$ cat config.mk
export PLATFORM = sky130hd
export DESIGN_NAME = exe_stage
export DESIGN_NICKNAME = d
export VERILOG_FILES = /design/src/rtl/exe_stage.sv
export SDC_FILE = /design/constraint.sdc
export NUM_CORES = 1
export LEC_CHECK = 0
export CELL_PAD_IN_SITES_DETAIL_PLACEMENT = 0
export CELL_PAD_IN_SITES_GLOBAL_PLACEMENT = 1
export CORE_ASPECT_RATIO = 0.6
export CORE_MARGIN = 5
export CORE_UTILIZATION = 50
export CTS_BUF_LIST = sky130_fd_sc_hd__clkbuf_2
export CTS_CLUSTER_SIZE = 14
export DETAILED_ROUTE_END_ITERATION = 6
export DONT_BUFFER_PORTS = 1
export HOLD_SLACK_MARGIN = 0.12
export PLACE_DENSITY_LB_ADDON = 0.1
export SLEW_MARGIN = 5
export SYNTH_ARGS = -nofsm -noshare
export SYNTH_HDL_FRONTEND = slang
export SYNTH_SLANG_ARGS = --single-unit
$ cat constraint.sdc
create_clock -name clk -period 4.4 [get_ports clk]
set_clock_uncertainty 0.2 [all_clocks]
set_input_delay 0.44 -clock clk [delete_from_list [all_inputs] [get_ports clk]]
set_output_delay 0.44 -clock clk [all_outputs]
set_load 0.005 [all_outputs]
$ cat src/rtl/exe_stage.sv
// exe_stage: MIPS execute stage with ALU, BEQ resolve, iterative multiplier and EX/MEM register
module exe_stage #(
  parameter int DSIZE = 32,
  parameter int ISIZE = 32,
  parameter int ASIZE = 5
) (
  input  logic             clk,
  input  logic             rst,
  input  logic             valid_in,
  input  logic [3:0]       aluop_in,
  input  logic             Branch_in,
  input  logic [ISIZE-1:0] PCOUT_in,
  input  logic [DSIZE-1:0] s_ext_in,
  input  logic [DSIZE-1:0] rdata1_in,
  input  logic [DSIZE-1:0] b_in,
  input  logic [DSIZE-1:0] rdata2_in,
  input  logic [ASIZE-1:0] waddr_in,
  input  logic             wen_in,
  input  logic             memread_in,
  input  logic             memwrite_in,
  input  logic             memtoreg_in,
  input  logic             jal_in,
  input  logic             flush_in,
  output logic             stall_out,
  output logic             valid_out,
  output logic [DSIZE-1:0] alu_result_out,
  output logic [DSIZE-1:0] store_data_out,
  output logic [ASIZE-1:0] waddr_out,
  output logic             wen_out,
  output logic             memread_out,
  output logic             memwrite_out,
  output logic             memtoreg_out,
  output logic             branch_taken_out,
  output logic [ISIZE-1:0] branch_target_out
);
  localparam logic [3:0] OP_MUL = 4'd12;
  localparam int CW = $clog2(DSIZE);
  typedef enum logic [1:0] {IDLE, RUN, DONE} state_t;
  state_t state, state_nxt;
  logic [CW-1:0] cnt;
  logic [DSIZE-1:0] mul_a, mul_b, prod, alu_res, res;
  logic is_mul, mul_start, mul_last, bubble, taken;
  assign is_mul = valid_in & (aluop_in == OP_MUL);
  assign taken = Branch_in & (rdata1_in == rdata2_in);
  assign bubble = ~valid_in | flush_in | stall_out;
  assign res = jal_in ? DSIZE'(PCOUT_in) : alu_res;
  // multiplier state register; reset and flush both abort a running multiply
  always_ff @(posedge clk or negedge rst)
    if (!rst) state <= IDLE;
    else state <= state_nxt;
  // multiplier next state: one RUN cycle per operand bit, DONE presents the product
  always_comb
    state_nxt = flush_in ? IDLE :
                state == IDLE ? (is_mul ? RUN : IDLE) :
                state == RUN ? (mul_last ? DONE : RUN) : IDLE;
  // multiplier control outputs; stall is forced low while reset is held
  always_comb begin
    mul_start = (state == IDLE) & is_mul & ~flush_in;
    mul_last = (state == RUN) & (cnt == CW'(DSIZE - 1));
    stall_out = rst & is_mul & (state != DONE) & ~flush_in;
  end
  // shift-add datapath: multiplicand shifts left, multiplier shifts right
  always_ff @(posedge clk or negedge rst)
    if (!rst) begin
      mul_a <= '0;
      mul_b <= '0;
      prod <= '0;
      cnt <= '0;
    end else if (mul_start) begin
      mul_a <= rdata1_in;
      mul_b <= b_in;
      prod <= '0;
      cnt <= '0;
    end else if (state == RUN) begin
      prod <= prod + (mul_b[0] ? mul_a : '0);
      mul_a <= mul_a << 1;
      mul_b <= mul_b >> 1;
      cnt <= cnt + CW'(1);
    end
  // ALU; shifts move B by A[4:0], MUL reads the finished product
  always_comb begin
    alu_res = '0;
    case (aluop_in)
      4'd0:  alu_res = rdata1_in + b_in;
      4'd1:  alu_res = rdata1_in - b_in;
      4'd2:  alu_res = rdata1_in & b_in;
      4'd3:  alu_res = rdata1_in | b_in;
      4'd4:  alu_res = rdata1_in ^ b_in;
      4'd5:  alu_res = ~(rdata1_in | b_in);
      4'd6:  alu_res = DSIZE'($signed(rdata1_in) < $signed(b_in));
      4'd7:  alu_res = DSIZE'(rdata1_in < b_in);
      4'd8:  alu_res = b_in << rdata1_in[4:0];
      4'd9:  alu_res = b_in >> rdata1_in[4:0];
      4'd10: alu_res = DSIZE'($signed(b_in) >>> rdata1_in[4:0]);
      4'd11: alu_res = b_in << 16;
      4'd12: alu_res = prod;
      default: alu_res = '0;
    endcase
  end
  // EX/MEM register; bubbles clear control and keep the data fields
  always_ff @(posedge clk or negedge rst)
    if (!rst) begin
      valid_out <= 1'b0;
      wen_out <= 1'b0;
      memread_out <= 1'b0;
      memwrite_out <= 1'b0;
      memtoreg_out <= 1'b0;
      branch_taken_out <= 1'b0;
      alu_result_out <= '0;
      store_data_out <= '0;
      waddr_out <= '0;
      branch_target_out <= '0;
    end else begin
      valid_out <= ~bubble;
      wen_out <= ~bubble & wen_in;
      memread_out <= ~bubble & memread_in;
      memwrite_out <= ~bubble & memwrite_in;
      memtoreg_out <= ~bubble & memtoreg_in;
      branch_taken_out <= ~bubble & taken;
      if (!bubble) begin
        alu_result_out <= res;
        store_data_out <= rdata2_in;
        waddr_out <= waddr_in;
        branch_target_out <= PCOUT_in + ISIZE'(s_ext_in << 2);
      end
    end
endmodule
==> results of run 1 <==
cells in the final DEF (no fill, tap or decap), types with 29 or more instances in the layout:
cell type and count:
sky130_fd_sc_hd__inv_1 117, sky130_fd_sc_hd__nor2_1 190, sky130_fd_sc_hd__xnor2_1 37, sky130_fd_sc_hd__o21ai_0 155, sky130_fd_sc_hd__a22oi_1 81, sky130_fd_sc_hd__buf_4 43, sky130_fd_sc_hd__o211ai_1 31, sky130_fd_sc_hd__clkbuf_2 73
sky130_fd_sc_hd__ha_1 173, sky130_fd_sc_hd__nand3_1 50, sky130_fd_sc_hd__a211oi_1 41, sky130_fd_sc_hd__nand2_1 468, sky130_fd_sc_hd__xor2_1 53, sky130_fd_sc_hd__nor3_1 44, sky130_fd_sc_hd__and2_1 47, sky130_fd_sc_hd__dfrtp_1 210
sky130_fd_sc_hd__o21bai_1 29, sky130_fd_sc_hd__a21o_1 46, sky130_fd_sc_hd__a21oi_1 171, sky130_fd_sc_hd__mux4_2 48, sky130_fd_sc_hd__dlygate4sd3_1 375, sky130_fd_sc_hd__a31oi_1 30, sky130_fd_sc_hd__mux2i_1 42
power groups by stage:
| stage | combinational (mW) | sequential (mW) | clock [mW] |
|---|---|---|---|
| 5_1_grt | 3.35 | 2.90 | 1.57 |
| 2_1_floorplan | 1.92 | 2.69 | 0 |
| 3_5_place_dp | 2.40 | 2.88 | 0 |
| 6_report | 3.12 | 2.86 | 1.45 |
| 4_1_cts | 2.95 | 2.84 | 1.44 |
| 3_3_place_gp | 2.35 | 2.87 | 0 |
worst max-delay path by stage:
stage / from / slack, ps / endpoint / cells past startpoint
global route: PCOUT_in[11] / -3 / branch_target_out[30] / 14
floorplan: rdata1_in[0] / 170 / alu_result_out[16] / 18
finish: PCOUT_in[10] / 90 / branch_target_out[31] / 14
CTS: state[0] / 60 / alu_result_out[19] / 12
global placement: rdata1_in[1] / 460 / alu_result_out[22] / 13
detailed placement: rdata1_in[0] / 410 / alu_result_out[16] / 13
kinds of logic (layout without fill, tap and decap cells):
kind of cell	after synthesis	after routing	synth area share, %
and+or+nand+nor	942	942	20.0
other	0	4	0
muxes	105	105	7.96
AOI/OAI and AO/OA	816	816	26.7
adders and majority gates	177	177	10.7
xor gates and xnor gates	90	90	3.76
DFF	210	210	25.0
buffers and inverters	303	638	5.82
metrics by stage:
step,util [%],hold WS (ps)
after floorplan,-,-55.6
after global placement,51.3,-51.3
after detailed placement,51.3,-52.0
after CTS,61.5,-1110
after global routing,61.6,-1110
final,61.7,-1030
repair_timing:
| action | in CTS | in global routing |
|---|---|---|
| endpoints found under the setup margin | 0 | 14 |
| hold buffers | 376 | 3 |
| hold endpoints to repair | 395 | 213 |
| gates resized for setup | 0 | 5 |
flip-flops by register name, indices dropped and copies added, names as in the netlist:
| name | cells |
|---|---|
| waddr_out | 5 |
| prod | 32 |
| mul_b | 32 |
| branch_taken_out | 1 |
| store_data_out | 32 |
| alu_result_out | 32 |
| memwrite_out | 1 |
| valid_out | 1 |
| wen_out | 1 |
| cnt | 5 |
| memread_out | 1 |
| branch_target_out | 32 |
| state | 2 |
| memtoreg_out | 1 |
| mul_a | 32 |
layer usage:
| metal | track usage [%] | vias to the layer above |
|---|---|---|
| met1 | 60.7 | 11700 |
| met4 | 12.4 | 14 |
| li1 | - | 10300 |
| met5 | 2.32 | - |
| met3 | 20.3 | 319 |
| met2 | 58.8 | 1849 |
synthesized netlist by cell type (all sizes together) (16+ instances only):
cell type,instances
nor3,46
nor2,191
a21o,46
nand4,20
and3,16
buf,48
a221oi,29
xnor2,37
a22oi,81
nor4,16
o211ai,31
a21oi,173
mux2i,42
o21bai,30
a31oi,31
o22ai,23
a211oi,43
a221o,17
and2,47
xor2,53
o21ai,161
nand3,50
mux4,48
nand2,469
inv,120
dfrtp,210
ha,173
a222oi,21
clkbuf,133
cell type report:
| cell class | count | area share, % |
|---|---|---|
| multi-input cells | 2130 | 56.8 |
| inverters | 122 | 1.79 |
| diodes | 4 | 0.0390 |
| clock inverters | 18 | 0.414 |
| flip-flops and latches | 210 | 20.5 |
| well taps | 570 | 2.78 |
| clock buffers | 73 | 1.42 |
| repair buffers | 425 | 16.3 |
==> metrics list, run 1 <==
- The run finished, with violations left.
- Failing checks: DRC, hold timing
- After clock tree synthesis, the clock-pin slew on the worst setup and hold paths is ~110 ps.
- Across all layers, the routed design uses between 20,000 and 25,000 vias.
- After detailed routing, the number of remaining DRC violations is 39.
- The routed design uses around 41,000 µm of met2 wire.
- After detailed routing, the met3 layer carries about 17,000 µm of wire.
- Clock H-tree levels: 2
- The number of global-route vias before repair was ~23,000.
* Maximum number of buffers from clock root to sink: 3
- STA puts the critical path data required time at around 5000 ps.
- Max-slew violations: 0
* Flop2flop setup slack: about 270 ps
* Highest metal used: met5
- For this block, the routed nets add up to 104,000 µm of wire.
- The core region is about 42,000 µm².
* Ratio of final minimum period to clock period: 98.0%
- Most common flop cell mapped by yosys: sky130_fd_sc_hd__dfrtp_1
* Average footprint of a synthesized cell: ~7.9 µm²
- Counting tap cells, the placed design contains a total of between 3,000 and 4,000 instances.
- Max rail drop VDD: 0.257 mV
* CTS Root Cell: sky130_fd_sc_hd__clkbuf_2
* Total Routing Usage GR: a little over two fifths
- Data arrival time of the critical path: slightly below 5000 ps
- STA classifies the critical path endpoint as a register.
- EDFF count, synth: 0
- At the end of routability-driven placement, the weighted congestion stood at between 1 and 1.5.
- Static power due to leakage: 11.6 nW
* Worst Setup Slack, final: 90.0 ps
- Maximum number of pins on one net before global-route repair: 212
- The sequential cells in the finished layout cover a total of between 5000 and 6000 µm².
- Number of buffers inserted by port buffering: 0
- TritonCTS built the clock tree.
* Critical Path Source Type: input pin
- Number of buffers and inverters on the critical path: 3
- Number of violations of the max-capacitance limit: 0
- In this design, the stage delay of the slowest critical-path cell is approximately 600 ps.
- Depth of the worst register-to-register path: 11
- Number of buffers created by CTS: 53
- The total count of hold-check failures in the final report was 210.
- The number of nets handed over by synthesis was about 3,000.
- Combinational share of power: a little over two fifths
- Async SR Flop Fraction: 100%
- On the critical path the largest part of the delay comes from compound AO/OA/AOI/OAI gates.
- Number of buffers inserted by post-CTS setup repair: 0
- Antenna violations before repair: 12
* Number of synthesized register bits: 210
* FP Rows: 58
* Critical register-to-register path endpoint: branch_target_out[20]
- Setup violations remaining at the end of the flow were counted as 0.
* Power, Total: between 7 and 8 mW
- In this run the cell area of the synthesized design comes to roughly 21,000 µm².
- Clock latency on the worst-skew pair: 1000 ps
- Kind of path behind the tightest hold check: in -> async
- Worst hold-check slack: -1030 ps
- Vias per cell: between 6 and 7
- Post-DP HPWL: between 60,000 and 70,000 µm
* Sequential fraction of design power: a little under 40%
- Placement Setup Slack: approximately 410 ps
- Summed over all nets, the switching power comes to between 3 and 4 mW.
- The first global-routing pass estimated approximately 150,000 µm of wire.
- Iteration-0 DRC count of the detailed router: 3,837
- Reg-to-reg startpoint: state[0]
- After synthesis, the cell types taking the most area are sky130_fd_sc_hd__dfrtp_1, sky130_fd_sc_hd__ha_1, sky130_fd_sc_hd__nand2_1, sky130_fd_sc_hd__mux4_2, sky130_fd_sc_hd__a21oi_1.
* Design Area, Final: ~26,000 µm²
- The synthesized netlist contains 95 unique library cells.
* Share of total power in the clock network: between 10% and 20%
* Classification of the worst setup path: in -> reg
* Die height: 169 µm
* Worst-path maximum fanout: 5
* Met1 wire length: approximately 42,000 µm
- The internal power of the cells totals between 4 and 5 mW.
- Synth warn: 0
- Area of the multi-input gates: about 15,000 µm²
- Highest-delay cell along the critical path: sky130_fd_sc_hd__dlygate4sd3_1
* Post-Synthesis Cells: between 2,000 and 3,000
- Summed over all instances, the cell type with the most area after synthesis is sky130_fd_sc_hd__dfrtp_1.
* FILL cells: ~3,700
- Antenna violation net count after detailed routing: 0
- Pin placement for this block handled about 290 I/O pins.
* GRT overflow: 0
- Fraction of layout instances using a drive strength above 1: roughly 8%
- Derived from the worst setup path, the maximum achievable clock frequency is between 0.2 and 0.25 GHz.
- Placed inst area: 21,400 µm²
- The signal on the critical path passes through dlygate4sd3_1, ha_1, a21o_1, a21o_1, a21oi_2, o32ai_2, a22o_1, a221o_1, a2111o_1, a31oi_1, xnor2_1, dlygate4sd3_1, o21ai_1, dlygate4sd3_1.
- Setup total negative slack: 0 ps
- Relative to the synthesized area, the layout overhead comes to 22.4%.
- The clock net in this run drives a total of 210 sinks.
- The worst path needs ~4300 ps of the cycle, external delays included.
* Total die area: between 40,000 and 50,000 µm²
- Count of nets after finishing: about 3,300
- Die Width: around 270 µm
- The pre-antenna-repair detailed-routing pass consisted of 7 iterations.
- Measured against its own limit, the worst slew margin works out to about 22%.
* Part of the Yosys area used for sequential elements: between 20 and 30%
- Portion of synthesized cell area occupied by the leading cell type: around 25%
- Avg WL per Cell: 29.2 µm
- For this design the ratio of total power to cell area is 289 nW/µm².
* Final cell count without fillers: ~3,600
- The cell that appears most often on the critical path is sky130_fd_sc_hd__dlygate4sd3_1.
- At the pin with the least slew margin, the transition time is 1170 ps.
* Switching share of total power: 42.5%
* Initial Util: between 50 and 60%
Note: power is estimated with default switching activity, not from simulation.
==> run 2: changes to the inputs <==
--- a/config.mk
+++ b/config.mk
@@ -5,6 +5,7 @@
 export SDC_FILE = /design/constraint.sdc
 export NUM_CORES = 1
 export LEC_CHECK = 0
+export ABC_CLOCK_PERIOD_IN_PS = 4400
 export CELL_PAD_IN_SITES_DETAIL_PLACEMENT = 0
 export CELL_PAD_IN_SITES_GLOBAL_PLACEMENT = 1
 export CORE_ASPECT_RATIO = 0.6
@@ -15,7 +16,7 @@
 export DETAILED_ROUTE_END_ITERATION = 6
 export DONT_BUFFER_PORTS = 1
 export HOLD_SLACK_MARGIN = 0.12
-export PLACE_DENSITY_LB_ADDON = 0.1
+export PLACE_DENSITY = 0.82
 export SLEW_MARGIN = 5
 export SYNTH_ARGS = -nofsm -noshare
 export SYNTH_HDL_FRONTEND = slang
==> run 2 against run 1 <==
The flow finishes with violations (DRC, hold timing, setup timing). Setup slack got worse by 91 ps. Sequential share of layout area is 0.16 points higher. Critical path type unchanged. Sequential cell count stayed put. Combinational power decreased by 4%. Core utilization fell by 0.47 points. Maximum frequency is 2.1% lower. Via count grew 0.13%. Final cell count fell by 0.59%. Clock power is essentially flat. Highest routed layer unchanged. Register-to-register slack better by 100 ps. Sequential power about the same. Worst hold slack lost 22 ps.
==> metrics list, run 2 (synthesis results as in run 1) <==
* Status: finished with violations
- Failing checks: DRC, hold timing, setup timing
* Final weighted congestion of routability-driven global placement: 0.987 (-6.1%)
* Fraction of layout instances using a drive strength above 1: 8.28% (+0.22 points)
- The final-layout fill cell count was 3,724 (+1.3%).
* Avg WL per Cell: 29.3 µm (+0.36%)
- Clock H-tree levels: 2 (unchanged)
- Worst-path clk slew: 130 ps (+20 ps)
- The power density over the cells was 286 nW/µm² (-0.95%).
- Met1 wire length: 41,200 µm (-2.5%)
- Maximum number of pins on one net before global-route repair: 212 (unchanged)
- Die Width: 274 µm (unchanged)
- The worst slew margin relative to its limit is 19.8% (-2.4 points).
- CP peak stage delay: 1000 ps (+400 ps)
- The sum of met2 wire segment lengths after detailed routing was 40,600 µm (about the same).
- Setup repair after global routing left no endpoint under its margin.
* Max-slew violations: 0 (unchanged)
- The slowest stage of the critical path belongs to the cell sky130_fd_sc_hd__dlygate4sd3_1.
- The clock latency reported for the late side of the worst-skew pair came to 1020 ps (+20 ps).
* Core region area: 41,700 µm² (unchanged)
- Peak Freq: 0.227 GHz (-2.1%)
* Area of the multi-input gates: 14,600 µm² (about the same)
* CTS tree: built
* Total iterations of the first detailed-routing run: 7 (unchanged)
- The total placed cells including tap cells came to 3,087 (+0.29%).
- Vias per cell: 6.85 (+0.72%)
- Max rail drop VDD: 0.299 mV (+16%)
- The worst slack on hold paths came to -1050 ps (-22.4 ps).
- Static power due to leakage: 11.4 nW (-1.7%)
- The maximum buffer depth of the clock tree came to 3 (unchanged).
- Area growth from synthesis to final layout: 21.4%
- Number of endpoints with negative hold slack in the final report: 210 (unchanged)
- Number of buffers inserted by post-CTS setup repair: 0 (unchanged)
- Traced cell by cell, the critical path runs through dlygate4sd3_1, nor2b_1, a21oi_2, nor2_1, nand2_1, o21ai_0, a221oi_1, nand4_1, a221oi_1, dlygate4sd3_1, nor2_1.
- CTS Root Cell: sky130_fd_sc_hd__clkbuf_2
- Highest metal used: met5
- Worst Setup Slack, final: -0.537 ps (-90.6 ps)
- Count of nets after finishing: 3,281 (-0.52%)
- Initial Util: 50.4% (unchanged)
* Die height: 169 µm (unchanged)
- Area taken by flip-flops and latches: 5260 µm² (unchanged)
- The slew at the pin with the worst max-slew slack is 1200 ps (+31.5 ps).
* Highest-count cells in the layout ignoring fill and taps: sky130_fd_sc_hd__nand2_1, sky130_fd_sc_hd__dlygate4sd3_1, sky130_fd_sc_hd__dfrtp_1, sky130_fd_sc_hd__nor2_1, sky130_fd_sc_hd__ha_1
- The sum of routed wire length over all layers was 104,000 µm (-0.23%).
- The highest fanout seen on the critical path is 14 (+9).
- The number of maximum-capacitance violations is 0 (unchanged).
* Via count of the first global-routing pass: 22,700 (-1.4%)
* Wire length of the first global-routing pass: 151,000 µm (-0.57%)
* Critical path required time: 5010 ps (-30 ps)
- The total CTS buffers is 53 (unchanged).
- The number of cell rows is 58 (unchanged).
- The total half-perimeter wirelength after legalization and detailed placement was 67,600 µm (+0.56%).
- Routed length on met3: 17,300 µm (+2.2%)
* Most common library cell in the layout ignoring fill and taps: sky130_fd_sc_hd__nand2_1
* Final cell count without fillers: 3,531 (-0.59%)
* Ratio of final minimum period to clock period: 100% (+2.1 points)
* Total Routing Usage GR: 43.1% (-0.050 points)
- The detailed-route DRC error count was 14 (-64%).
* # IOs: 287 (unchanged)
* Placement Setup Slack: 330 ps (-81.7 ps)
- The global route total overflow came to 0 (unchanged).
- Overall via count from detail_route: 24,200 (+0.13%)
* Total die area: 46,300 µm² (unchanged)
* Data arrival time of the critical path: 5010 ps (+60 ps)
- Worst Setup End Kind: register
- The total number of clock tree sinks is 210 (unchanged).
- The count of final setup violators came to 1 (+1).
- The final critical path time including I/O delays and setup is 4400 ps (+90.6 ps).
- Antenna violation net count after detailed routing: 0 (unchanged)
- Kind of path behind the tightest hold check: in -> async
- Classification of the worst setup path: in -> reg
- CTS Hold Bufs: 353 (-6.1%)
- The total of buffers placed on input and output ports was 0 (unchanged).
- The number of antenna violations at the first check in global routing was 13 (+1).
* Iteration-0 DRC count of the detailed router: 3,838 (+0.026%)
- Critical Path Source Type: input pin
==> run 2: changes by cell type in the layout (fill, tap and decap cells not counted), sizes merged <==
cell	before	now
diode	4	1
clkbuf	73	71
buf	49	59
clkinv	20	21
dlygate4sd3	375	348
==> run 2: routing by layer <==
| layer | GRT usage [%] | vias to the layer above |
|---|---|---|
| met2 | 59.2 | 1885 |
| met1 | 59.6 | 11700 |
| met3 | 20.7 | 350 |
| li1 | - | 10200 |
| met5 | 1.89 | - |
| met4 | 13.5 | 16 |
==> run 2: path summary, 6_finish.rpt <==
| path | cells past startpoint | start | end | slack [ps] |
|---|---|---|---|---|
| max in group asynchronous | 0 | rst | alu_result_out[26] | 4670 |
| setup / recovery | 11 | aluop_in[1] | alu_result_out[10] | -0.5 |
| hold reg to reg | 2 | mul_b[29] | mul_b[29] | 280 |
| min in group clk | 6 | rdata1_in[14] | alu_result_out[16] | 190 |
| setup reg to reg | 14 | mul_b[0] | prod[26] | 370 |
| hold / removal | 0 | rst | prod[18] | -1050 |
==> run 2: what timing repair did <==
item,in CTS,in global routing
endpoints found under the setup margin,0,12
gates resized for setup,0,1
hold endpoints to repair,401,210
==> run 2: power by group <==
group	internal (mW)	switching [mW]
sequential	2.39	0.467
clock	0.498	0.926
combinational	1.29	1.72
==> run 2: cell type report <==
cell class / instances / area share, %
antenna: 1 / 0.00982
clock buffer: 71 / 1.39
clock inverter: 19 / 0.412
inverter: 122 / 1.80
multi-input combinational: 2130 / 57.2
sequential: 210 / 20.6
tap: 570 / 2.80
timing repair buffer: 408 / 15.8
==> run 2: metrics by stage <==
step / hold WS [ps] / instance area [µm²] / setup TNS (ps) / utilization (%) / total power, mW
3_5_place_dp: -51.8 / 21400 / 0 / 51.5 / 5.29
2_1_floorplan: -55.6 / 21000 / 0 / - / 4.60
4_1_cts: -1130 / 25500 / 0 / 61.2 / 7.15
6_report: -1050 / 25500 / -0.537 / 61.2 / 7.30
3_3_place_gp: -51.0 / 21400 / 0 / 51.5 / 5.23
5_1_grt: -1090 / 25500 / 0 / 61.2 / 7.70
==> run 2: worst max-delay path: cells and delay by family <==
| family | cells | cell delay [ps] |
|---|---|---|
| buf+inv | 2 | 1590 |
| compound gates | 4 | 1880 |
| simple gates | 5 | 1070 |
